==> config.mk <==
export PLATFORM = sky130hd
export DESIGN_NAME = inst_queue_flat
export DESIGN_NICKNAME = d
export VERILOG_FILES = /design/src/rtl/inst_queue_if.sv /design/src/rtl/inst_queue.sv /design/src/flat_wrapper.sv
export SDC_FILE = /design/constraint.sdc
export NUM_CORES = 1
export LEC_CHECK = 0
export CAP_MARGIN = 20
export CORE_MARGIN = 3
export CORE_UTILIZATION = 35
export DETAILED_ROUTE_END_ITERATION = 16
export PLACE_DENSITY = 0.46
export SLEW_MARGIN = 40
export SYNTH_ARGS = -nofsm -noshare
export SYNTH_HDL_FRONTEND = slang
export SYNTH_SLANG_ARGS = --single-unit
==> constraint.sdc <==
create_clock -name clk -period 27.4 [get_ports clk]
set_input_delay 6.85 -clock clk [delete_from_list [all_inputs] [get_ports clk]]
set_output_delay 6.85 -clock clk [all_outputs]
set_load 0.005 [all_outputs]
==> src/rtl/inst_queue_if.sv <==
`default_nettype none
// +----------------------------------------------------------------------------+
// | inst_queue_if                                                              |
// | Fetch-side push bundle and dispatch-side delivery bundle of inst_queue.    |
// | Rev 1.0                                                                    |
// +----------------------------------------------------------------------------+
interface inst_queue_if;
    logic        if_valid;
    logic [31:0] if_inst;
    logic [31:0] if_pc;
    logic        if_pred_jump;
    logic [31:0] if_pred_pc;
    logic        is_full;

    logic        dp_ready;
    logic        out_valid;
    logic [31:0] out_inst;
    logic [31:0] out_pc;
    logic        out_pred_jump;
    logic [31:0] out_pred_pc;

    // master: the fetcher/dispatch environment; slave: the queue itself
    modport master (
        output if_valid, if_inst, if_pc, if_pred_jump, if_pred_pc, dp_ready,
        input  is_full, out_valid, out_inst, out_pc, out_pred_jump, out_pred_pc
    );

    modport slave (
        input  if_valid, if_inst, if_pc, if_pred_jump, if_pred_pc, dp_ready,
        output is_full, out_valid, out_inst, out_pc, out_pred_jump, out_pred_pc
    );
endinterface
`default_nettype wire

==> src/rtl/inst_queue.sv <==
`default_nettype none
// +----------------------------------------------------------------------------+
// | inst_queue                                                                 |
// | Circular instruction FIFO between fetch and decode/dispatch, with flush    |
// | and conservative is_full. Optional empty-queue bypass: IQ_BYPASS_EN.       |
// | Rev 1.0                                                                    |
// +----------------------------------------------------------------------------+
module inst_queue #(
    parameter int DEPTH = 16,
    parameter int PTR_W = 4
) (
    input  wire logic   clk,
    input  wire logic   rst,
    input  wire logic   rdy,
    input  wire logic   flush,
    inst_queue_if.slave q
);

    localparam int              c_ENTRY_W  = 97;
    localparam int              c_FULL_INT = DEPTH - 2;
    localparam logic [PTR_W:0]  c_DEPTH    = DEPTH[PTR_W:0];
    localparam logic [PTR_W:0]  c_FULL_THR = c_FULL_INT[PTR_W:0];

    generate
        if (((1 << PTR_W) != DEPTH) || (DEPTH < 4)) begin : g_bad_params
            $error("inst_queue: DEPTH must be a power of two >= 4 and equal 2**PTR_W");
        end
    endgenerate

    logic [c_ENTRY_W-1:0] r_mem [DEPTH];
    logic [PTR_W-1:0]     r_head;
    logic [PTR_W-1:0]     r_tail;
    logic [PTR_W:0]       r_count;
    logic                 r_out_valid;
    logic [c_ENTRY_W-1:0] r_out;

    logic [c_ENTRY_W-1:0] w_entry;
    logic                 w_bypass;
    logic                 w_push;
    logic                 w_pop;

    assign w_entry = {q.if_inst, q.if_pc, q.if_pred_jump, q.if_pred_pc};

`ifdef IQ_BYPASS_EN
    // Empty queue with a consumer waiting: hand the fetched word straight out.
    assign w_bypass = (r_count == '0) && q.if_valid && q.dp_ready;
`else
    assign w_bypass = 1'b0;
`endif

    assign w_push = q.if_valid && (r_count < c_DEPTH) && !w_bypass;
    assign w_pop  = q.dp_ready && (r_count != '0);

    // Two slots of headroom cover the fetcher's registered push already in flight.
    assign q.is_full = (r_count >= c_FULL_THR);

    assign q.out_valid = r_out_valid;
    assign {q.out_inst, q.out_pc, q.out_pred_jump, q.out_pred_pc} = r_out;

    always_ff @(posedge clk) begin
        if (!rst && rdy && !flush && w_push) begin
            r_mem[r_tail] <= w_entry;
        end
    end

    always_ff @(posedge clk) begin
        if (rst) begin
            r_head      <= '0;
            r_tail      <= '0;
            r_count     <= '0;
            r_out_valid <= 1'b0;
            r_out       <= '0;
        end else if (!rdy) begin
            r_out_valid <= 1'b0;
        end else if (flush) begin
            r_head      <= '0;
            r_tail      <= '0;
            r_count     <= '0;
            r_out_valid <= 1'b0;
        end else begin
            if (w_bypass) begin
                r_out       <= w_entry;
                r_out_valid <= 1'b1;
            end else if (w_pop) begin
                // Reads the old head; a same-cycle write lands at the tail.
                r_out       <= r_mem[r_head];
                r_out_valid <= 1'b1;
                r_head      <= r_head + 1'b1;
            end else begin
                r_out_valid <= 1'b0;
            end

            if (w_push) begin
                r_tail <= r_tail + 1'b1;
            end

            case ({w_push, w_pop})
                2'b10:   r_count <= r_count + 1'b1;
                2'b01:   r_count <= r_count - 1'b1;
                default: r_count <= r_count;
            endcase
        end
    end

endmodule
`default_nettype wire

==> src/flat_wrapper.sv <==
// flat-port wrapper written by rule: the top's interface ports become plain ports
module inst_queue_flat 
#(
    parameter int DEPTH = 16,
    parameter int PTR_W = 4
)
  (clk, rst, rdy, flush, q_if_valid, q_if_inst, q_if_pc, q_if_pred_jump, q_if_pred_pc, q_dp_ready, q_is_full, q_out_valid, q_out_inst, q_out_pc, q_out_pred_jump, q_out_pred_pc);
  inst_queue_if q_i ();
  input  wire logic clk;
  input  wire logic rst;
  input  wire logic rdy;
  input  wire logic flush;
  input wire logic [$bits(q_i.if_valid)-1:0] q_if_valid;
  input wire logic [$bits(q_i.if_inst)-1:0] q_if_inst;
  input wire logic [$bits(q_i.if_pc)-1:0] q_if_pc;
  input wire logic [$bits(q_i.if_pred_jump)-1:0] q_if_pred_jump;
  input wire logic [$bits(q_i.if_pred_pc)-1:0] q_if_pred_pc;
  input wire logic [$bits(q_i.dp_ready)-1:0] q_dp_ready;
  output wire logic [$bits(q_i.is_full)-1:0] q_is_full;
  output wire logic [$bits(q_i.out_valid)-1:0] q_out_valid;
  output wire logic [$bits(q_i.out_inst)-1:0] q_out_inst;
  output wire logic [$bits(q_i.out_pc)-1:0] q_out_pc;
  output wire logic [$bits(q_i.out_pred_jump)-1:0] q_out_pred_jump;
  output wire logic [$bits(q_i.out_pred_pc)-1:0] q_out_pred_pc;
  assign q_i.if_valid = q_if_valid;
  assign q_i.if_inst = q_if_inst;
  assign q_i.if_pc = q_if_pc;
  assign q_i.if_pred_jump = q_if_pred_jump;
  assign q_i.if_pred_pc = q_if_pred_pc;
  assign q_i.dp_ready = q_dp_ready;
  assign q_is_full = q_i.is_full;
  assign q_out_valid = q_i.out_valid;
  assign q_out_inst = q_i.out_inst;
  assign q_out_pc = q_i.out_pc;
  assign q_out_pred_jump = q_i.out_pred_jump;
  assign q_out_pred_pc = q_i.out_pred_pc;
  inst_queue #(.DEPTH(DEPTH), .PTR_W(PTR_W)) u_core (.clk(clk), .rst(rst), .rdy(rdy), .flush(flush), .q(q_i));
endmodule
==> results of run 1 <==
[layout make-up]
| cell class | instances | share of cell area (%) |
|---|---|---|
| antenna | 2 | 0.006811 |
| tap | 2340 | 3.984 |
| sequential | 1663 | 66.47 |
| multi-input combinational | 968 | 17.80 |
| inverter | 5 | 0.02554 |
| clock buffer | 248 | 6.671 |
| clock inverter | 85 | 1.108 |
| timing repair buffer | 273 | 3.938 |
[power by group through the flow]
stage / clock network (mW) / logic (mW) / registers (mW)
after floorplan: 0 / 0.0173 / 2.83
after global placement: 0 / 0.0720 / 2.83
after detailed placement: 0 / 0.0759 / 2.83
after CTS: 2.41 / 0.0759 / 2.78
after global routing: 2.52 / 0.0814 / 2.78
final: 2.35 / 0.0743 / 2.78
[registers in the layout, indices dropped and copies added, names as in the netlist]
register / count
u_core.q.out_valid: 1
u_core.r_count: 5
u_core.r_head: 4
u_core.r_mem: 1552
u_core.r_out: 97
u_core.r_tail: 4
[worst max-delay path by stage]
| stage | from | to | slack, ns | cells past startpoint |
|---|---|---|---|---|
| global route | flush | u_core.r_mem[3][76] | 16.95 | 7 |
| CTS | flush | u_core.r_mem[3][76] | 17.16 | 7 |
| floorplan | rst | u_core.r_mem[3][0] | 12.51 | 4 |
| detailed placement | flush | u_core.r_mem[3][77] | 16.30 | 7 |
| global placement | flush | u_core.r_mem[5][91] | 15.98 | 7 |
| finish | flush | u_core.r_mem[3][76] | 17.09 | 7 |
[logic make-up (layout without fill, tap and decap cells)]
| logic type | count (synthesis) | in the layout |
|---|---|---|
| AND/OR/NAND/NOR | 240 | 240 |
| flip-flops | 1663 | 1663 |
| buffers and inverters | 153 | 611 |
| multiplexers | 585 | 585 |
| other | 0 | 2 |
| XOR/XNOR | 2 | 2 |
| AO/OA/AOI/OAI | 134 | 134 |
| adder cells (fa/ha/maj) | 7 | 7 |
[per-layer routing]
layer / track usage (%) / vias to the layer above / part of all wire (%)
li1: - / 12300 / -
met1: 21.18 / 15600 / 42
met2: 29.30 / 665 / 52
met3: 2.651 / 241 / 3.8
met4: 3.742 / 8 / 2.0
met5: 0 / - / 0.035
[layout by cell type (no fill, tap or decap), drive strengths merged, types with 13 or more instances in the layout]
cell type and instances:
mux2 23, mux4 388, clkinv 63, bufinv 13, clkbuf 248, nor2 202, buf 72, edfxtp 1552
clkdlybuf4s50 201, dfxtp 111, a211o 73, mux2i 174, a221o 23
==> reports/qor.yml, run 1 <==
timing:
  drv_slew: 0
  period_needed_ns: 10.31
  finalSetupTns_ns: 0
  rsz0062_at_grt: "no"
  setup_viol: 0
  layout_setup_ws_ns: 17.09
  fin_skew_ns: 0.02696
  fmax_mhz: 96.98
  worstMarginPinSlew_ns: 0.8398
  hold_viol: 0
  max-slew-margin-rel_pct: 43.84
  hold_ws_ns: 0.4671
  finalCritPeriodShare_pct: 37.63
logic_synthesis:
  synthTopCellsByArea: "edfxtp_1 (75%), mux4_2 (14%), dfxtp_1 (3.6%), mux2i_1 (2.8%), nor2_1 (1.2%)"
  synth_top_cell_by_area: "edfxtp_1"
  synth-simple-area-share_pct: 1.595
  synth_top_family_by_area: "multiplexers"
  ys_top_cells_by_count: "edfxtp_1 (1552), mux4_2 (388), nor2_1 (201)"
  ys_ff_latch: 1663
  synth_top_area_share_pct: 74.55
  synth_compound_area_share_pct: 1.775
  yosys_warnings: 0
  netlist_area_um2: 62520
  synth.most_common_cell: "edfxtp_1"
  synth_mux_area_share_pct: 17.18
  ys_seq_area_share_pct: 78.10
  synth-xor-area-share_pct: 0.02802
  async_reset_ff_share_pct: 0
  synth_edf_count: 1552
  synth_fa_ha_area_share_pct: 0.1401
  synthesis.nets: 2894
  synth_cells: 2784
  yosys_most_used_dff: "edfxtp_1"
  ys_types: 45
  avgSynthCellArea_um2: 22.46
critical_path:
  path_delay_family: "buffers and inverters"
  critPathCaptureType: "flop"
  r2r_end: "u_core.r_out[43]"
  r2r_slack_ns: 23.53
  start_kind: "input pin"
  cpMaxStageDelayCell: "buf_4"
  path_common_cell: "buf_4"
  crit_type: "input pin to flop"
  crit_required_ns: 27.80
  reg2reg_from: "u_core.r_head[1]"
  critPathMaxFanout: 36
  rr_worst_depth: 8
  cp.buffers_inverters: 3
  cp_data_arrival_time_ns: 10.71
  path_cells: "clkdlybuf4s50_1, nand2b_1, nor2_1, nand3_1, nor3_2, buf_4, buf_4"
  cpPeakStageDelay_ns: 0.66
place:
  gp_congestion: 0.7393
  dp.cells: 5249
  pre_cts_ws_ns: 16.30
  portBuffers: 201
  dpl_cell_area_um2: 67760
  dp_hpwl_mm: 82.87
run_status:
  status: "finished, final reports clean"
route:
  firstDrtPassIters: 7
  ant_nets: 0
  remaining_drc_errors: 0
  post_drt_wl_per_cell_um: 27.10
  via_per_inst: 5.161
  wl_mm: 151.3
  drt-initial-drc-count: 2161
  via_count: 28820
finish:
  final_util_pct: 41.54
  postLayoutCellArea_um2: 73480
  fin_nets: 3200
  fill_cells: 15470
  area_growth_pct: 17.54
  regArea_um2: 48840
  multi_input_area_um2: 13080
  instances_no_fill: 5584
  layout-drive-gt1-share_pct: 23.50
pwr:
  total_power_mw: 5.200
  powerDensity_nw_per_um2: 70.77
  leakage_nw: 22.61
  p_clk_share_pct: 45.1
  ir_drop_mv: 0.06622
  share_seq_of_total_power_pct: 53.5
  p_sw_mw: 1.025
  switching_share_pct: 19.72
  p_int_mw: 4.175
  comb_power_share_pct: 1.4
floorplan:
  io_pins: 202
  core_area_um2: 176900
  die_x_um: 428.6
  start_util_pct: 35.34
  rows: 154
  die_h_um: 428.6
  design.die.area_um2: 183700
cts:
  ctsResizeCount: 0
  cts_tree: "built"
  clock-sinks: 1663
  cts_setup_buffers: 0
  cts.clk_slew.worst_paths_ns: 0.05
  cts-root-buf: "clkbuf_16"
  clkLatencyLatePin_ns: 0.79
  hold_buffers: 0
  cts-buffers-inserted: 179
  cts_max_path_buffers: 3
  htree_levels: 4
job:
  max_cap_viol_count: 0
global_route:
  grt_pass1_wl_mm: 222.5
  track_usage_pct: 16.48
  antenna_found_initial: 16
  grt_max_degree: 98
  gr-total-overflow: 0
  grt_pass1_vias: 31410
min_path:
  min_from: "u_core.r_out[38]"
  min_path_type: "flop to flop"
  hold_end: "u_core.r_out[38]"
  hold-path-cell-count: 1
No activity file was read; power rests on OpenSTA's default activity.
==> inputs of run 2 (changes only) <==
Clock period 27.4 ns to 9.7 ns, I/O delays scaled along.
==> reports/qor.yml, run 2 (same netlist as run 1, synthesis figures left out) <==
critical_path:
  cpMaxStageDelayCell: "nor2_4"
  critPathMaxFanout: 80
  path_cells: "clkdlybuf4s50_1, nand2b_1, nor2_1, nand3_1, nor2_4, buf_12"
  cp_data_arrival_time_ns: 6.09
  critPathCaptureType: "flop"
  start_kind: "input pin"
  crit_type: "input pin to flop"
  cp.buffers_inverters: 2
  cpPeakStageDelay_ns: 0.71
  crit_required_ns: 10.09
  path_delay_family: "simple AND/OR/NAND/NOR gates"
global_route:
  grt_pass1_wl_mm: 221.4
  grt_pass1_vias: 31480
  gr-total-overflow: 0
  antenna_found_initial: 17
  grt_max_degree: 98
  track_usage_pct: 16.42
finish:
  final_cell_mix: "edfxtp_1 (1552), mux4_2 (388), clkdlybuf4s50_1 (201)"
  regMostFlops: "u_core.r_mem"
  area_growth_pct: 17.71
  final_util_pct: 41.60
  final_common_cell: "edfxtp_1"
  postLayoutCellArea_um2: 73590
  largest_register_ffs: 1552
  layout-drive-gt1-share_pct: 23.28
  largestRegisters: "u_core.r_mem x1552, u_core.r_out x97, u_core.r_count x5"
  instances_no_fill: 5581
  fin_nets: 3190
place:
  portBuffers: 201
  gp_congestion: 0.7476
  dpl_cell_area_um2: 67700
  dp_hpwl_mm: 77.11
  dp.cells: 5236
  pre_cts_ws_ns: 3.214
cts:
  hold_buffers: 0
  cts.clk_slew.worst_paths_ns: 0.06
  cts_setup_buffers: 0
  cts_tree: "built"
  cts-root-buf: "clkbuf_16"
  clkLatencyLatePin_ns: 0.80
  htree_levels: 4
  cts-buffers-inserted: 178
  cts_max_path_buffers: 3
  clock-sinks: 1663
  ctsResizeCount: 0
route:
  wl_met1_mm: 62.82
  highest_layer: "met4"
  post_drt_wl_per_cell_um: 26.91
  wl_met3_mm: 5.284
  ant_nets: 0
  via_count: 28700
  firstDrtPassIters: 7
  remaining_drc_errors: 0
  via_per_inst: 5.143
  wl_mm: 150.2
  dr_wl_met2_mm: 78.57
  drt-initial-drc-count: 2120
pwr:
  ir_drop_mv: 0.1690
  leakage_nw: 22.55
  powerDensity_nw_per_um2: 199.2
floorplan:
  die_x_um: 428.6
  die_h_um: 428.6
  start_util_pct: 35.34
  core_area_um2: 176900
  rows: 154
  io_pins: 202
  design.die.area_um2: 183700
timing:
  finalCritPeriodShare_pct: 58.74
  rsz0062_at_grt: "no"
  setup_viol: 0
  worstMarginPinSlew_ns: 0.8457
  layout_setup_ws_ns: 4.002
  finalSetupTns_ns: 0
  fin_skew_ns: 0.04419
  max-slew-margin-rel_pct: 43.62
  hold_viol: 0
  drv_slew: 0
  period_needed_ns: 5.698
  fmax_mhz: 175.5
min_path:
  min_path_type: "flop to flop"
run_status:
  status: "finished, final reports clean"
job:
  max_cap_viol_count: 0
-- run 2: cell types whose count changed in the layout (fill, tap and decap cells not counted), moves of 4 or more --
cell       change
buf_4         -14
clkbuf_8      +12
buf_12        +11
clkinv_2      -11
buf_6          -6
bufinv_16      -5
clkbuf_1       +5
clkinv_16      +5
clkbuf_16      -4
diode_2        +4
nor3_2         -4
nor3_4         +4
-- run 2: cell type report --
cell class,instances,area [um2]
clock buffer,259,4959
inverter,5,18.77
timing repair buffer,264,2902
tap,2340,2928
antenna,6,15.01
sequential,1663,48840
multi-input combinational,968,13110
fill,15380,103300
clock inverter,76,812.0
-- run 2: final timing paths --
kind	slack [ns]	cells past startpoint	startpoint	endpoint
worst min register to register	0.47	1	u_core.r_out[51]	u_core.r_out[51]
worst max-delay path	4.00	6	flush	u_core.r_mem[11][30]
worst min-delay path	0.47	1	u_core.r_out[51]	u_core.r_out[51]
worst max register to register	6.23	5	u_core.r_count[4]	u_core.r_mem[8][94]
-- run 2: per-layer routing --
layer	global-route usage (%)	vias to the layer above
li1	-	12280
met4	4.780	0
met2	29.03	604
met3	2.612	224
met5	0	-
met1	20.85	15590
-- run 2: stage by stage --
stage / power (mW) / hold WS [ns]
2_1_floorplan: 8.054 / 0.4509
3_3_place_gp: 8.209 / 0.4689
3_5_place_dp: 8.221 / 0.4640
4_1_cts: 14.87 / 0.4778
5_1_grt: 15.18 / 0.5075
6_report: 14.66 / 0.4704
-- run 2: where the power goes --
| part | total (mW) | internal, mW | switching (mW) |
|---|---|---|---|
| clock network | 6.60 | 3.80 | 2.80 |
| logic | 0.210 | 0.0660 | 0.144 |
| registers | 7.86 | 7.85 | 0.00653 |
